===== config.mk =====
export PLATFORM = sky130hd
export DESIGN_NAME = mipi_tx_frame_sequencer
export DESIGN_NICKNAME = d
export VERILOG_FILES = /design/src/rtl/mipi_tx_frame_sequencer.sv
export SDC_FILE = /design/constraint.sdc
export NUM_CORES = 1
export LEC_CHECK = 0
export CORE_UTILIZATION = 63
export DETAILED_ROUTE_END_ITERATION = 12
export DONT_BUFFER_PORTS = 1
export PLACE_DENSITY = 0.79
export SYNTH_ARGS = -nofsm -noshare
export SYNTH_HDL_FRONTEND = slang
export SYNTH_SLANG_ARGS = --single-unit

===== constraint.sdc =====
create_clock -name tx_pixel_clk -period 3.5 [get_ports tx_pixel_clk]
set_input_delay 0.525 -clock tx_pixel_clk [delete_from_list [all_inputs] [get_ports tx_pixel_clk]]
set_output_delay 0.525 -clock tx_pixel_clk [all_outputs]
set_load 0.01 [all_outputs]

===== src/rtl/mipi_tx_frame_sequencer.sv =====
// Frame/line timing generator for the MIPI CSI-2 TX interface: pulls packed pixel words
// from an upstream source, pads underruns, and sequences D-PHY ULPS around idle periods.
module mipi_tx_frame_sequencer #(
  parameter int HRES          = 640,
  parameter int PIX_PER_WORD  = 2,
  parameter int VRES          = 480,
  parameter int HS_W          = 8,
  parameter int HBP           = 16,
  parameter int HFP           = 16,
  parameter int VS_L          = 2,
  parameter int VBP_L         = 2,
  parameter int VFP_L         = 2,
  parameter int ULPS_DELAY    = 1024,
  parameter int ULPS_EXIT_CYC = 256
) (
  input  logic        tx_pixel_clk,
  input  logic        rst_n,
  input  logic        enable,
  input  logic        pix_valid,
  input  logic [63:0] pix_data,
  output logic        pix_ready,
  output logic        mipi_tx_VSYNC,
  output logic        mipi_tx_HSYNC,
  output logic        mipi_tx_VALID,
  output logic [63:0] mipi_tx_DATA,
  output logic [15:0] mipi_tx_HRES,
  output logic [3:0]  mipi_tx_ULPS_ENTER,
  output logic [3:0]  mipi_tx_ULPS_EXIT,
  output logic        mipi_tx_ULPS_CLK_ENTER,
  output logic        mipi_tx_ULPS_CLK_EXIT,
  output logic        frame_done,
  output logic        underrun,
  output logic [15:0] frame_cnt
);

  localparam logic [15:0] L_HS       = 16'(HS_W);
  localparam logic [15:0] L_ACT_LO_H = 16'(HS_W + HBP);
  localparam logic [15:0] L_ACT_HI_H = 16'(HS_W + HBP + HRES / PIX_PER_WORD);
  localparam logic [15:0] L_LINE_END = 16'(HS_W + HBP + HRES / PIX_PER_WORD + HFP - 1);
  localparam logic [15:0] L_VS       = 16'(VS_L);
  localparam logic [15:0] L_ACT_LO_V = 16'(VS_L + VBP_L);
  localparam logic [15:0] L_ACT_HI_V = 16'(VS_L + VBP_L + VRES);
  localparam logic [15:0] L_LAST_LN  = 16'(VS_L + VBP_L + VRES + VFP_L - 1);
  localparam logic [15:0] L_IDLE_END = 16'(ULPS_DELAY - 1);
  localparam logic [15:0] L_WAKE_END = 16'(ULPS_EXIT_CYC - 1);

  typedef enum logic [1:0] {S_IDLE, S_ULPS, S_WAKE, S_FRAME} state_t;

  state_t      state_q, state_d;
  logic [15:0] idle_q, idle_d;
  logic [15:0] wake_q, wake_d;
  logic [15:0] h_q, h_d;
  logic [15:0] ln_q, ln_d;
  logic        frame_end;

  logic        vsync_q, hsync_q, valid_q, enter_q, exit_q, done_q, underrun_q;
  logic [63:0] data_q;
  logic [15:0] frame_cnt_q;

  logic frame_run, in_hs, in_act, active_line;

  assign frame_run   = (state_q == S_FRAME);
  assign in_hs       = (h_q < L_HS);
  assign in_act      = (h_q >= L_ACT_LO_H) && (h_q < L_ACT_HI_H);
  assign active_line = (ln_q >= L_ACT_LO_V) && (ln_q < L_ACT_HI_V);
  assign pix_ready   = frame_run && in_act && active_line;

  // NOTE: every next-state variable gets its hold value first so no path leaves it
  // unassigned; otherwise synthesis infers a latch.
  always_comb begin
    state_d   = state_q;
    idle_d    = idle_q;
    wake_d    = wake_q;
    h_d       = h_q;
    ln_d      = ln_q;
    frame_end = 1'b0;
    case (state_q)
      S_IDLE: begin
        if (enable) begin
          state_d = S_FRAME;
          h_d     = '0;
          ln_d    = '0;
          idle_d  = '0;
        end else if (idle_q == L_IDLE_END) begin
          state_d = S_ULPS;
          idle_d  = '0;
        end else begin
          idle_d = idle_q + 16'd1;
        end
      end
      S_ULPS: begin
        if (enable) begin
          state_d = S_WAKE;
          wake_d  = '0;
        end
      end
      S_WAKE: begin
        // enable is deliberately ignored here: once woken, a frame always follows.
        if (wake_q == L_WAKE_END) begin
          state_d = S_FRAME;
          h_d     = '0;
          ln_d    = '0;
        end else begin
          wake_d = wake_q + 16'd1;
        end
      end
      default: begin
        if (h_q == L_LINE_END) begin
          h_d = '0;
          if (ln_q == L_LAST_LN) begin
            frame_end = 1'b1;
            ln_d      = '0;
            if (!enable) begin
              state_d = S_IDLE;
              idle_d  = '0;
            end
          end else begin
            ln_d = ln_q + 16'd1;
          end
        end else begin
          h_d = h_q + 16'd1;
        end
      end
    endcase
  end

  // NOTE: all clocked state uses non-blocking assignments so every register samples
  // pre-edge values regardless of statement order.
  always_ff @(posedge tx_pixel_clk or negedge rst_n) begin
    if (!rst_n) begin
      state_q <= S_IDLE;
      idle_q  <= '0;
      wake_q  <= '0;
      h_q     <= '0;
      ln_q    <= '0;
    end else begin
      state_q <= state_d;
      idle_q  <= idle_d;
      wake_q  <= wake_d;
      h_q     <= h_d;
      ln_q    <= ln_d;
    end
  end

  // One register stage for every TX-facing output keeps sync, data and status aligned.
  always_ff @(posedge tx_pixel_clk or negedge rst_n) begin
    if (!rst_n) begin
      vsync_q     <= 1'b0;
      hsync_q     <= 1'b0;
      valid_q     <= 1'b0;
      data_q      <= '0;
      enter_q     <= 1'b0;
      exit_q      <= 1'b0;
      done_q      <= 1'b0;
      underrun_q  <= 1'b0;
      frame_cnt_q <= '0;
    end else begin
      vsync_q <= frame_run && (ln_q < L_VS);
      hsync_q <= frame_run && in_hs;
      valid_q <= pix_ready;
      data_q  <= (pix_ready && pix_valid) ? pix_data : '0;
      enter_q <= (state_q == S_ULPS);
      exit_q  <= (state_q == S_WAKE);
      done_q  <= frame_end;
      if (pix_ready && !pix_valid) underrun_q <= 1'b1;
      if (frame_end) frame_cnt_q <= frame_cnt_q + 16'd1;
    end
  end

  assign mipi_tx_VSYNC          = vsync_q;
  assign mipi_tx_HSYNC          = hsync_q;
  assign mipi_tx_VALID          = valid_q;
  assign mipi_tx_DATA           = data_q;
  assign mipi_tx_HRES           = 16'(HRES);
  assign mipi_tx_ULPS_ENTER     = {4{enter_q}};
  assign mipi_tx_ULPS_EXIT      = {4{exit_q}};
  assign mipi_tx_ULPS_CLK_ENTER = enter_q;
  assign mipi_tx_ULPS_CLK_EXIT  = exit_q;
  assign frame_done             = done_q;
  assign underrun               = underrun_q;
  assign frame_cnt              = frame_cnt_q;

endmodule

=== Yosys cells after proc, flatten, opt, wreduce, memory -nomap -nowiden ===
Cells that the tools add are included.

* Bits in registers: 153
* Bits of input ports: 68
* Logic and storage cells: 91

* $add $sub $neg: 5
* Magnitude comparators: 6
* Equal/unequal tests: 14
* Muxes and demuxes: 27
* Bitwise logic cells: 2
* Reduce and logical (&&, ||, !) cells: 23

{| class="wikitable"
|+ Operators by type and width
! cell !! number
|-
| $mux 16 || 11
|-
| $pmux 16 s3 || 2
|-
| $add 16x1->16 const B || 5
|-
| $mux 64 || 1
|-
| $pmux 16 s2 || 2
|-
| $eq 16x9->1 const B || 2
|-
| $lt 16x9->1 const B || 2
|-
| $eq 16x10->1 const B || 1
|-
| $eq 16x8->1 const B || 1
|-
| $ge 16x3->1 const B || 1
|-
| $ge 16x5->1 const B || 1
|-
| $lt 16x2->1 const B || 1
|-
| $lt 16x4->1 const B || 1
|-
| $mux 2 || 7
|-
| $logic_and 1x1->1 || 8
|-
| $ne 2x2->1 const B || 4
|-
| $reduce_and 4->1 || 2
|-
| $reduce_bool 4->1 || 2
|-
| $pmux 2 s3 || 1
|-
| $reduce_and 3->1 || 2
|-
| $reduce_and 6->1 || 1
|-
| $reduce_bool 2->1 || 3
|-
| $eq 2x2->1 const B || 2
|-
| $ne 4x1->1 const B || 1
|-
| 10 further kinds || 13
|}

=== Longest topological paths before layout ===
* Depth after elaboration: 6
* Gate-level depth with buffers: 9
* Mapped depth without buffers: 7

=== Worst setup path after synthesis ===
No wires, ideal clock.

* Kind: register to register
* From: register h_q[9]
* To: register frame_cnt_q[14] (netlist: frame_cnt[14])
* Data arrival time: 2435 ps
* Required time: 3374 ps
* Path slack: 939 ps
* Cell stages (with the launch flop): 8
* Path buffers: 2
* Cells stage by stage: dfrtp_1 -> or4_4 -> or4_4 -> buf_6 -> or4_4 -> buf_6 -> nand2b_4 -> xnor2_2

* Longest elaborated chain between the ends: 3

{| class="wikitable"
|+ Ends and longest elaborated chain
! item !! line !! RTL
|-
| start: declaration || 52 || <nowiki>logic [15:0] h_q, h_d;</nowiki>
|-
| start signal: assignment || 134 || <nowiki>h_q <= '0;</nowiki>
|-
| start signal: assignment || 140 || <nowiki>h_q <= h_d;</nowiki>
|-
| $eq 16x9->1 || 108 || <nowiki>if (h_q == L_LINE_END) begin</nowiki>
|-
| $mux 1 || 108 ||
|-
| $mux 1 || 77 || <nowiki>case (state_q)</nowiki>
|-
| end signal: assignment || 166 || <nowiki>if (frame_end) frame_cnt_q <= frame_cnt_q + 16'd1;</nowiki>
|-
| end: declaration || 58 || <nowiki>logic [15:0] frame_cnt_q;</nowiki>
|}

Every way passes these cells.
A chain may end at the register's enable or synchronous reset.

=== Worst setup path in the final report ===
* From: register ln_q[11]
* To: output pix_ready

* Longest elaborated chain between the ends: 3
* Elaborated cells between the ends (all ways): 4
* Classes of those cells: order compare: 2; reduce/logical: 2

{| class="wikitable"
|+ Ends and longest elaborated chain
! item !! line !! RTL
|-
| start: declaration || 53 || <nowiki>logic [15:0] ln_q, ln_d;</nowiki>
|-
| start signal: assignment || 141 || <nowiki>ln_q <= ln_d;</nowiki>
|-
| $ge 16x3->1 or $lt 16x9->1 (tied branches) || 65 || <nowiki>assign active_line = (ln_q >= L_ACT_LO_V) && (ln_q < L_ACT_HI_V);</nowiki>
|-
| $logic_and 1x1->1 (*) || 65 ||
|-
| $logic_and 1x1->1 (*) || 66 || <nowiki>assign pix_ready = frame_run && in_act && active_line;</nowiki>
|-
| end: declaration || 21 || <nowiki>output logic pix_ready,</nowiki>
|}

Every way passes the cells marked *; elsewhere a longest branch is shown, timed or not.

==> impl_metrics.toml <==
[cts]
cts.sinks = 153
tritoncts = "yes"
cts_buffers = 17
cts.path.max_buffers = 2
clockRootBuffer = "clkbuf_8"
cts_htree_levels = 4
postCtsSetupRepairBufs = 0
path_clk_slew_ps = 60
clkLatencyLatePin_ps = 530
cts-resized-gates = 0

[detailed_routing]
drtIter0Drc = 312
totalWireLength_um = 14000
drt_pass1_iterations = 4
drc_errors = 0
vias = 5056
vias_per_cell = 6.21
ant_nets = 0
wl_per_cell_um = 17.2

[synth]
synthFlopType = "dfrtp_1"
postSynthAreaPerCell_um2 = 10.5
ys_seq_area_frac = 0.540
async_flop_share = 1.00
synth_edf_count = 0
synthCells = 675
synth-seq-cells = 153
syn-cell-area_um2 = 7090
yosysTopAreaCell = "dfrtp_1"
yosysWarnings = 0
yosys-top-cells-count = "dfrtp_1 (153), and2_1 (67), nand2_1 (44)"
synth_top_area_frac = 0.540
synthTopCellsByArea = "dfrtp_1 (54%), and2_1 (5.9%), o21ai_0 (3.0%), buf_4 (2.5%), nand2_1 (2.3%)"
yosysMostFrequentCell = "dfrtp_1"
yosysUniqueCellTypes = 64

[sta]
maxSlewHeadroom = 0.428
fmax_mhz = 315
whs_ps = -309
finalHoldViolCount = 153
worstMarginPinSlew_ps = 850
rsz0062_at_grt = "no"
period_needed_ps = 3180
slew_violations = 0
fin_skew_ps = 9.93
worst_slack_ps = 322
fin_tns_setup_ps = 0
setup-violations-final = 0
fin_crit_sh = 0.908

[worst_setup_path]
worstPathArrival_ps = 2650
critPathTopFamily = "simple AND/OR/NAND/NOR gates"
cp-start-kind = "flop"
cp_max_fo = 9
worst_setup_path_end_kind = "output port"
rrSetupSlack_ps = 680
cp_cell_sequence = "nor4_1, o2111ai_1, nor3b_1"
crit_slowest_cell = "nor4_1"
timing.critical_path.buf_inv = 0
required_ps = 2970
max_stage_delay_ps = 650
critPathKind = "flop to output port"

[place]
post-place-ws_ps = 711
hpwl_um = 9320
io_buffers = 0
gp_congestion = 0.885

[global_routing]
antenna_found_initial = 0
grt.total_usage = 0.255
grt_pass1_wl_um = 22900
grt_pass1_vias = 4826
grt_start_max_net_pins = 154
grt_overflow = 0

[power_and_ir_drop]
powerDensity_nw_per_um2 = 668
p_total_uw = 5090
peakVddDrop_uv = 468
p_leak_uw = 0.00353

[run_status]
outcome = "complete, but fails checks"
violations = "hold timing"

[floorplan]
core-area_um2 = 10900
ioPinCount = 180
die_y_um = 108
die_x_um = 108
rows = 38
start_util = 0.651
dieArea_um2 = 11700

[final_layout]
multi_input_area_um2 = 2970
final_nets = 741
post-route-util = 0.700
fillCellCount = 781
diodes = 0
area_delta_synth_final_pct = 7.45
regArea_um2 = 3830
drive_gt1_frac = 0.0831

[flow_run]
cap_viol_max_count = 0

[worst_hold_path]
hold_class = "input pin to async pin"
-- cells in the final DEF, fill, tap and decap left out, types with 4 or more instances in the layout --
cell / count
a211o_1: 4
a21o_1: 4
a21oi_1: 13
a31oi_1: 17
a41oi_1: 4
and2_1: 67
and3_1: 11
and4_1: 6
clkbuf_16: 16
clkinv_4: 5
conb_1: 16
dfrtp_1: 153
ha_1: 11
inv_1: 18
nand2_1: 44
nand2b_1: 5
nand3_1: 30
nand4_1: 20
nor2_1: 34
nor2b_1: 7
nor3_1: 11
nor4_1: 13
o21ai_0: 42
o21ai_1: 12
o31ai_1: 13
or2_2: 4
or3_1: 5
or4_1: 7
xnor2_1: 13
xor2_1: 7
-- cell type report --
| type | count | share of cell area |
|---|---|---|
| clock buffers | 20 | 0.0585 |
| clock inverters | 11 | 0.0151 |
| inverters | 18 | 0.00887 |
| multi-input cells | 469 | 0.389 |
| flip-flops and latches | 153 | 0.502 |
| well taps | 140 | 0.0230 |
| repair buffers | 3 | 0.00296 |
-- metal layers --
layer,vias up,track usage,part of all wire
met3,22,0.0868,0.080
met5,-,0,0
met4,0,0.104,0.016
li1,2345,-,-
met2,221,0.404,0.48
met1,2468,0.321,0.42
-- through the flow --
stage	instance area, µm²	std cells
finish	7620	814
floorplan	7140	689
detailed placement	7060	783
global route	7620	814
CTS	7620	814
global placement	7060	783
-- cells by family (layout without fill, tap and decap cells) --
family	count (synthesis)	after routing	share of synthesized area
and+or+nand+nor	283	283	0.230
DFF	153	153	0.540
buffers and inverters	67	52	0.0517
other	2	16	0.00106
adders and majority gates	11	11	0.0194
muxes	5	5	0.00741
AOI/OAI and AO/OA	131	131	0.119
xor gates and xnor gates	23	23	0.0316
-- flip-flops by register name (all words and copies together) (netlist names), 2 cells and up --
name / flops
h_q: 16
state_q: 2
mipi_tx_DATA: 64
idle_q: 16
ln_q: 16
frame_cnt: 16
wake_q: 16
-- worst paths after layout --
kind	startpoint	endpoint	depth (start not counted)
worst max-delay path	ln_q[11]	pix_ready	3
worst min register to register	h_q[14]	h_q[14]	1
worst min-delay path	rst_n	frame_cnt[6]	0
min in group tx_pixel_clk	pix_data[47]	mipi_tx_DATA[47]	1
worst max register to register	state_q[1]	ln_q[14]	7
max in group asynchronous	rst_n	ln_q[13]	0
-- worst reg2reg max path: cells and delay by family, from the launching register on --
kind                     cells  cell delay, ps
adder cells (fa/ha/maj)      1             280
AO/OA/AOI/OAI                3            1300
flip-flops                   1             480
AND/OR/NAND/NOR              2             530
buffers and inverters        1             130
-- report_power, final --
group	switching (µW)	total [µW]	internal (µW)
combinational	765	1180	411
clock	736	1720	989
sequential	259	2190	1930
Power figures use the tool's default switching activity.
